**src/rtl/mips_store_pkg.sv**
```systemverilog
// mips_store_pkg: shared encodings and types for the MIPS store path
package mips_store_pkg;

    typedef enum logic [1:0] {
        SZ_BYTE = 2'b00,
        SZ_HALF = 2'b01,
        SZ_WORD = 2'b10,
        SZ_RSVD = 2'b11
    } st_size_e;

    typedef enum logic {
        IDLE,
        ISSUE
    } drain_state_e;

    typedef struct packed {
        logic [31:0] addr;
        logic [31:0] wdata;
        logic [3:0]  be;
    } st_entry_t;

endpackage

```
**src/rtl/store_lane_fmt.sv**
```systemverilog
// store_lane_fmt: alignment check and byte-lane formatting of one store
module store_lane_fmt
    import mips_store_pkg::*;
#(
    parameter bit BIG_ENDIAN = 1'b0
) (
    input  logic [31:0] addr_i,
    input  logic [31:0] data_i,
    input  logic [1:0]  size_i,
    output logic        misalign_o,
    output logic [31:0] wdata_o,
    output logic [3:0]  be_o
);

    logic [3:0] be_byte;
    logic [3:0] be_half;

    // big-endian mirrors the lane order; replicated data is the same either way
    always_comb begin
        be_byte    = BIG_ENDIAN ? (4'b1000 >> addr_i[1:0]) : (4'b0001 << addr_i[1:0]);
        be_half    = (addr_i[1] ^ BIG_ENDIAN) ? 4'b1100 : 4'b0011;
        be_o       = (size_i == SZ_BYTE) ? be_byte : (size_i == SZ_HALF) ? be_half : 4'b1111;
        wdata_o    = (size_i == SZ_BYTE) ? {4{data_i[7:0]}} :
                     (size_i == SZ_HALF) ? {2{data_i[15:0]}} : data_i;
        misalign_o = (size_i == SZ_RSVD) ||
                     (size_i == SZ_HALF && addr_i[0]) ||
                     (size_i == SZ_WORD && addr_i[1:0] != 2'b00);
    end

endmodule

```
**src/rtl/mips_store_unit.sv**
```systemverilog
// mips_store_unit: buffered store path from EX/MEM to data memory
module mips_store_unit
    import mips_store_pkg::*;
#(
    parameter int DEPTH      = 2,
    parameter bit BIG_ENDIAN = 1'b0
) (
    input  logic        clk,
    input  logic        rst,
    input  logic        st_valid,
    output logic        st_ready,
    input  logic [31:0] st_addr,
    input  logic [31:0] st_data,
    input  logic [1:0]  st_size,
    output logic        misalign,
    output logic [31:0] misalign_addr,
    output logic        mem_req,
    input  logic        mem_ack,
    output logic [31:0] mem_addr,
    output logic [31:0] mem_wdata,
    output logic [3:0]  mem_be,
    output logic        empty
);

    localparam int AW = $clog2(DEPTH);
    localparam int CW = $clog2(DEPTH + 1);

    st_entry_t    store_q [DEPTH];
    st_entry_t    head;
    logic [AW-1:0] wr_ptr_q;
    logic [AW-1:0] rd_ptr_q;
    logic [CW-1:0] count_q;
    logic [CW-1:0] count_d;
    drain_state_e state_q;
    logic         misalign_q;
    logic [31:0]  misalign_addr_q;
    logic         fmt_bad;
    logic [31:0]  fmt_wdata;
    logic [3:0]   fmt_be;
    logic         accept;
    logic         push;
    logic         pop;

    store_lane_fmt #(.BIG_ENDIAN(BIG_ENDIAN)) u_fmt (
        .addr_i     (st_addr),
        .data_i     (st_data),
        .size_i     (st_size),
        .misalign_o (fmt_bad),
        .wdata_o    (fmt_wdata),
        .be_o       (fmt_be)
    );

    // handshake, occupancy and the head entry driven while a write is outstanding
    always_comb begin
        st_ready      = count_q != CW'(DEPTH);
        accept        = st_valid && st_ready;
        push          = accept && !fmt_bad;
        pop           = state_q == ISSUE && mem_ack;
        count_d       = count_q + CW'(push) - CW'(pop);
        head          = store_q[rd_ptr_q];
        mem_req       = state_q == ISSUE;
        mem_addr      = mem_req ? head.addr : '0;
        mem_wdata     = mem_req ? head.wdata : '0;
        mem_be        = mem_req ? head.be : '0;
        empty         = count_q == '0 && state_q == IDLE;
        misalign      = misalign_q;
        misalign_addr = misalign_addr_q;
    end

    // entries are written already formatted; reset only needs to clear the pointers
    always_ff @(posedge clk) begin
        if (push)
            store_q[wr_ptr_q] <= '{addr: {st_addr[31:2], 2'b00}, wdata: fmt_wdata, be: fmt_be};
    end

    // pointers, count, drain FSM and the reject pulse
    always_ff @(posedge clk) begin
        if (rst) begin
            wr_ptr_q        <= '0;
            rd_ptr_q        <= '0;
            count_q         <= '0;
            state_q         <= IDLE;
            misalign_q      <= 1'b0;
            misalign_addr_q <= '0;
        end else begin
            wr_ptr_q   <= wr_ptr_q + AW'(push);
            rd_ptr_q   <= rd_ptr_q + AW'(pop);
            count_q    <= count_d;
            misalign_q <= accept && fmt_bad;
            if (accept && fmt_bad)
                misalign_addr_q <= st_addr;
            if (state_q == IDLE)
                state_q <= (count_q != '0) ? ISSUE : IDLE;
            else
                state_q <= (pop && count_d == '0) ? IDLE : ISSUE;
        end
    end

endmodule

```
**config.mk**
```make
export PLATFORM = sky130hd
export DESIGN_NAME = mips_store_unit
export DESIGN_NICKNAME = d
export VERILOG_FILES = /design/src/rtl/mips_store_pkg.sv /design/src/rtl/store_lane_fmt.sv /design/src/rtl/mips_store_unit.sv
export SDC_FILE = /design/constraint.sdc
export NUM_CORES = 1
export LEC_CHECK = 0
export ABC_CLOCK_PERIOD_IN_PS = 7610
export CAP_MARGIN = 5
export CELL_PAD_IN_SITES_DETAIL_PLACEMENT = 2
export CELL_PAD_IN_SITES_GLOBAL_PLACEMENT = 2
export CORE_ASPECT_RATIO = 0.8
export CORE_MARGIN = 8
export CORE_UTILIZATION = 36
export DETAILED_ROUTE_END_ITERATION = 10
export PLACE_DENSITY = 0.82
export SYNTH_ARGS = -nofsm -noshare
export SYNTH_HDL_FRONTEND = slang
export SYNTH_SLANG_ARGS = --single-unit
```
**constraint.sdc**
```tcl
create_clock -name clk -period 7.61 [get_ports clk]
set_input_delay 2.283 -clock clk [delete_from_list [all_inputs] [get_ports clk]]
set_output_delay 2.283 -clock clk [all_outputs]
set_load 0.1 [all_outputs]
```
==> results <==
- After Yosys synthesis, and, or, nand and nor cells account for 12.6% of the synthesized area.
- The peak supply drop is 0.000179 V.
- The number of hold-slack violations in the final timing report is 0.
- The core region is 0.0199 sq mm.
- The distinct cell type count after synthesis is 30.
- The final number of max-transition violations is 0.
- The worst setup path is launched from a flip-flop.
- The clock insertion delay at the later pin of the skew report is 430 ps.
- The worst register-to-register path begins at mem_req$_SDFF_PP0_.
- Entering global routing, the biggest net connects 71 pins.
- The worst hold path passes through 2 cells.
- The fmax is 0.177 GHz.
- Dividing the final minimum period by the clock period gives 74.2%.
- The headroom to the max-slew limit is 22.2%.
- The post-synthesis to final-layout area growth is 33.8%.
- Setup repair after global routing left no endpoint under its margin.
- The endpoint identified for the worst register-to-register timing path is mem_req$_SDFF_PP0_.
- The total track usage is 16.4%.
- The internal reg-to-reg setup slack is 4960 ps.
- Setup violations remaining at the end of the flow were counted as 0.
- The floorplan die area is 0.0251 sq mm.
- The initial antenna violation count came to 1.
- The initial core utilization is 36.7%.
- In this run the cell area of the synthesized design comes to 0.00728 sq mm.
- The final layout contains routed wiring with a total length of 20.5 mm.
- The clock tree buffer depth is 2.
- The number of iterations in the first detailed-routing pass is 4.
- Dividing total power by cell area gives a power density of 375 mW/mm^2.
- The number of DRC violations after detailed-routing iteration 0 is 102.
- At the pin with the least slew margin, the transition time is 1170 ps.
- The depth of the CTS H-tree is 4.
- Leaving out filler cells and counting taps, the final layout contains 943.
- Max-cap violations in this run came to 0.
- By area, the combinational part of the netlist is dominated by multiplexers.
- The clock-pin slew on the worst setup and hold paths is 70 ps.
- Dividing the detail-routed wire length by the instance count gives 21.7 um.
- The flow ran to the end, and the final reports show no timing, DRC or antenna violations.
- Adding up every negative setup slack in the final design gives 0 ps.
- The height of the die is 143 um.
- In the final layout, the share of cells above drive strength 1 is 7.81%.
- The final weighted congestion in routability-driven placement is 0.739.
- After synthesis, flip-flops and latches occupy 64.9% of the total area.
- The multiplexer area fraction after synthesis is 17.1%.
- For hold timing, the worst endpoint is misalign_addr[10]$_SDFFE_PP0P_.
- The wire length of the first global-routing pass is 31.0 mm.
- Of the total synthesized cell area, the portion taken by full adders, half adders and majority gates is 0.688%.
- Counting cells, the worst reg-to-reg path comes to 8.
- Buffers placed on the I/O ports in this run total 171.
- The critical path endpoint category is an output port.
- The antenna diode instance count is 0.
- The count of standard-cell rows is 46.
- The total overflow left after global routing is 0.
- The cell at the root of the clock tree is clkbuf_16.
- Synthesis inferred 170 register bits.
- At the worst endpoint, the required time is 5330 ps.
- The area fraction in compound gates after synthesis is 1.39%.
- In this run the count of I/O pins placed on the die edge is 174.
- The beginning of the worst hold path is misalign_addr[10]$_SDFFE_PP0P_.
- Summing the areas of all xor and xnor instances in the mapped netlist gives 0.361% of the synthesized area.
- The post-CTS resize count is 0.
- The mean number of vias per cell is 4.79.
- The synthesized area per cell is 14.4 sq um.
- The number of sinks driven by the clock tree is 170.
- The number of nets at the end of the flow is 740.
- The arrival time of the worst setup path is 3360 ps.
- Buffers inserted to repair hold after CTS numbered 0.
- The remaining number of nets flagged by the antenna check after routing is 0.
- The clock period could shrink to 5650 ps.
- Clock tree synthesis inserted a total of 17 buffers.
- Along the worst path, the maximum fanout reaches 41.
- From left edge to right edge, the die measures 175 um.
- The post-CTS setup-driven buffer insertion count is 0.
- The warning count from the yosys run is 0.
- The clock skew after layout is 11.3 ps.
- The setup path with the least slack is of type flip-flop to output port.
- The leakage power is 3.25 nW.
- In this run the worst hold path is classified as flip-flop to flip-flop.
- The number of placed instances, taps included, is 911.
- The detailed-placement wirelength estimate is 13.9 mm.
- The TritonCTS clock tree is done.
- The total via count in the routed design is 4514.
- In the routed design, unresolved DRC markers number 0.
- Synthesis produced a netlist whose cell count is 505.
- The via count of the first global-routing pass is 5197.
layout by cell type (no fill, tap or decap), types with 2 or more instances in the layout:
cell type and instances:
o21ai_0 9, nand2b_1 66, dfxtp_1 36, mux2_2 15
mux2i_1 106, xor2_1 2, inv_6 3, clkinv_2 3
nor2b_1 68, o21bai_1 2, conb_1 2, inv_1 4
nor2_1 6, ha_1 2, buf_4 2, clkinvlp_4 2
clkinv_4 2, edfxtp_1 132, clkbuf_1 2, nand2_1 9
a21o_1 2, ha_4 2, clkdlybuf4s50_1 170, clkbuf_16 18
report_power, final:
group,switching (mW),internal [mW]
Combinational,1.19,0.407
Sequential,0.101,1.10
Clock,0.382,0.475
Total,1.67,1.98
worst max-delay path, cell delays in order, from the launching register on:
cell             delay, ps
dfxtp_4                820
buf_4                  570
mux2i_1                180
nor2b_1                180
clkdlybuf4s50_1       1170
cell usage after synthesis:
cell	count	area (sq um)
edfxtp_1	132	3960
mux2i_1	106	1060
nor2b_1	68	425
nand2b_1	66	413
dfxtp_1	38	761
clkbuf_1	17	63.8
mux2_2	15	169
nand2_1	9	33.8
o21ai_0	9	45.0
buf_4	6	45.0
nor2_1	6	22.5
buf_2	5	25.0
ha_1	4	50.1
inv_1	4	15.0
a21o_1	2	15.0
buf_12	2	40.0
o21bai_1	2	15.0
xor2_1	2	17.5
a211oi_1	1	7.51
and3_1	1	6.26
buf_6	1	11.3
buf_8	1	15.0
conb_1	1	3.75
mux2_1	1	11.3
nand3_1	1	5.00
nor3_1	1	5.00
o2111a_1	1	11.3
o21a_1	1	7.51
or2_1	1	6.26
xnor2_1	1	8.76
stage by stage:
stage	utilization, %	setup slack, ps	hold WS, ps	power (mW)	instance area, sq um
6_report	49.0	1960	482	3.65	9740
5_1_grt	49.0	1800	509	3.78	9740
4_1_cts	49.0	1870	487	3.70	9740
3_5_place_dp	46.2	2330	472	2.84	9170
3_3_place_gp	46.2	2440	459	2.80	9170
2_1_floorplan	-	2230	528	2.43	7280
logic make-up (layout without fill, tap and decap cells):
logic type / count (synthesis) / in the layout
other: 1 / 2
and+or+nand+nor: 153 / 153
buffers and inverters: 36 / 209
muxes: 122 / 122
AOI/OAI and AO/OA: 16 / 16
xor gates and xnor gates: 3 / 3
adders and majority gates: 4 / 4
DFF: 170 / 170
state kept, by name (all words and copies together), names as in the netlist:
register / flops
store_q: 132
count_q: 2
misalign: 1
misalign_addr: 32
wr_ptr_q: 1
mem_req: 1
rd_ptr_q: 1
metal layers:
layer  global-route usage (%)  vias up  share of wire, %
li1                         -     2102                 -
met3                     4.43       25               4.1
met5                        0        -             0.063
met1                     18.2     2285                41
met4                     5.61        2               1.7
met2                     29.8      100                53
how the worst max path moves through the flow:
stage	startpoint	to	slack, ps	cells after the start
floorplan	mem_req$_SDFF_PP0_	empty	2230	2
global placement	rd_ptr_q$_SDFF_PP0_	mem_wdata[24]	2440	4
detailed placement	st_size[0]	store_q[1][58]$_DFFE_PP_	2330	5
CTS	rd_ptr_q$_SDFF_PP0_	mem_wdata[27]	1870	4
global route	rd_ptr_q$_SDFF_PP0_	mem_wdata[27]	1800	4
finish	rd_ptr_q$_SDFF_PP0_	mem_wdata[27]	1960	4
layout make-up:
class | count | area [sq um]
fillers | 1872 | 10100
flip-flops and latches | 170 | 4730
well taps | 264 | 330
multi-input cells | 300 | 2370
repair buffers | 173 | 1720
clock buffers | 20 | 458
clock inverters | 12 | 115
inverters | 4 | 15.0
Note: power is estimated with default switching activity, not from simulation.
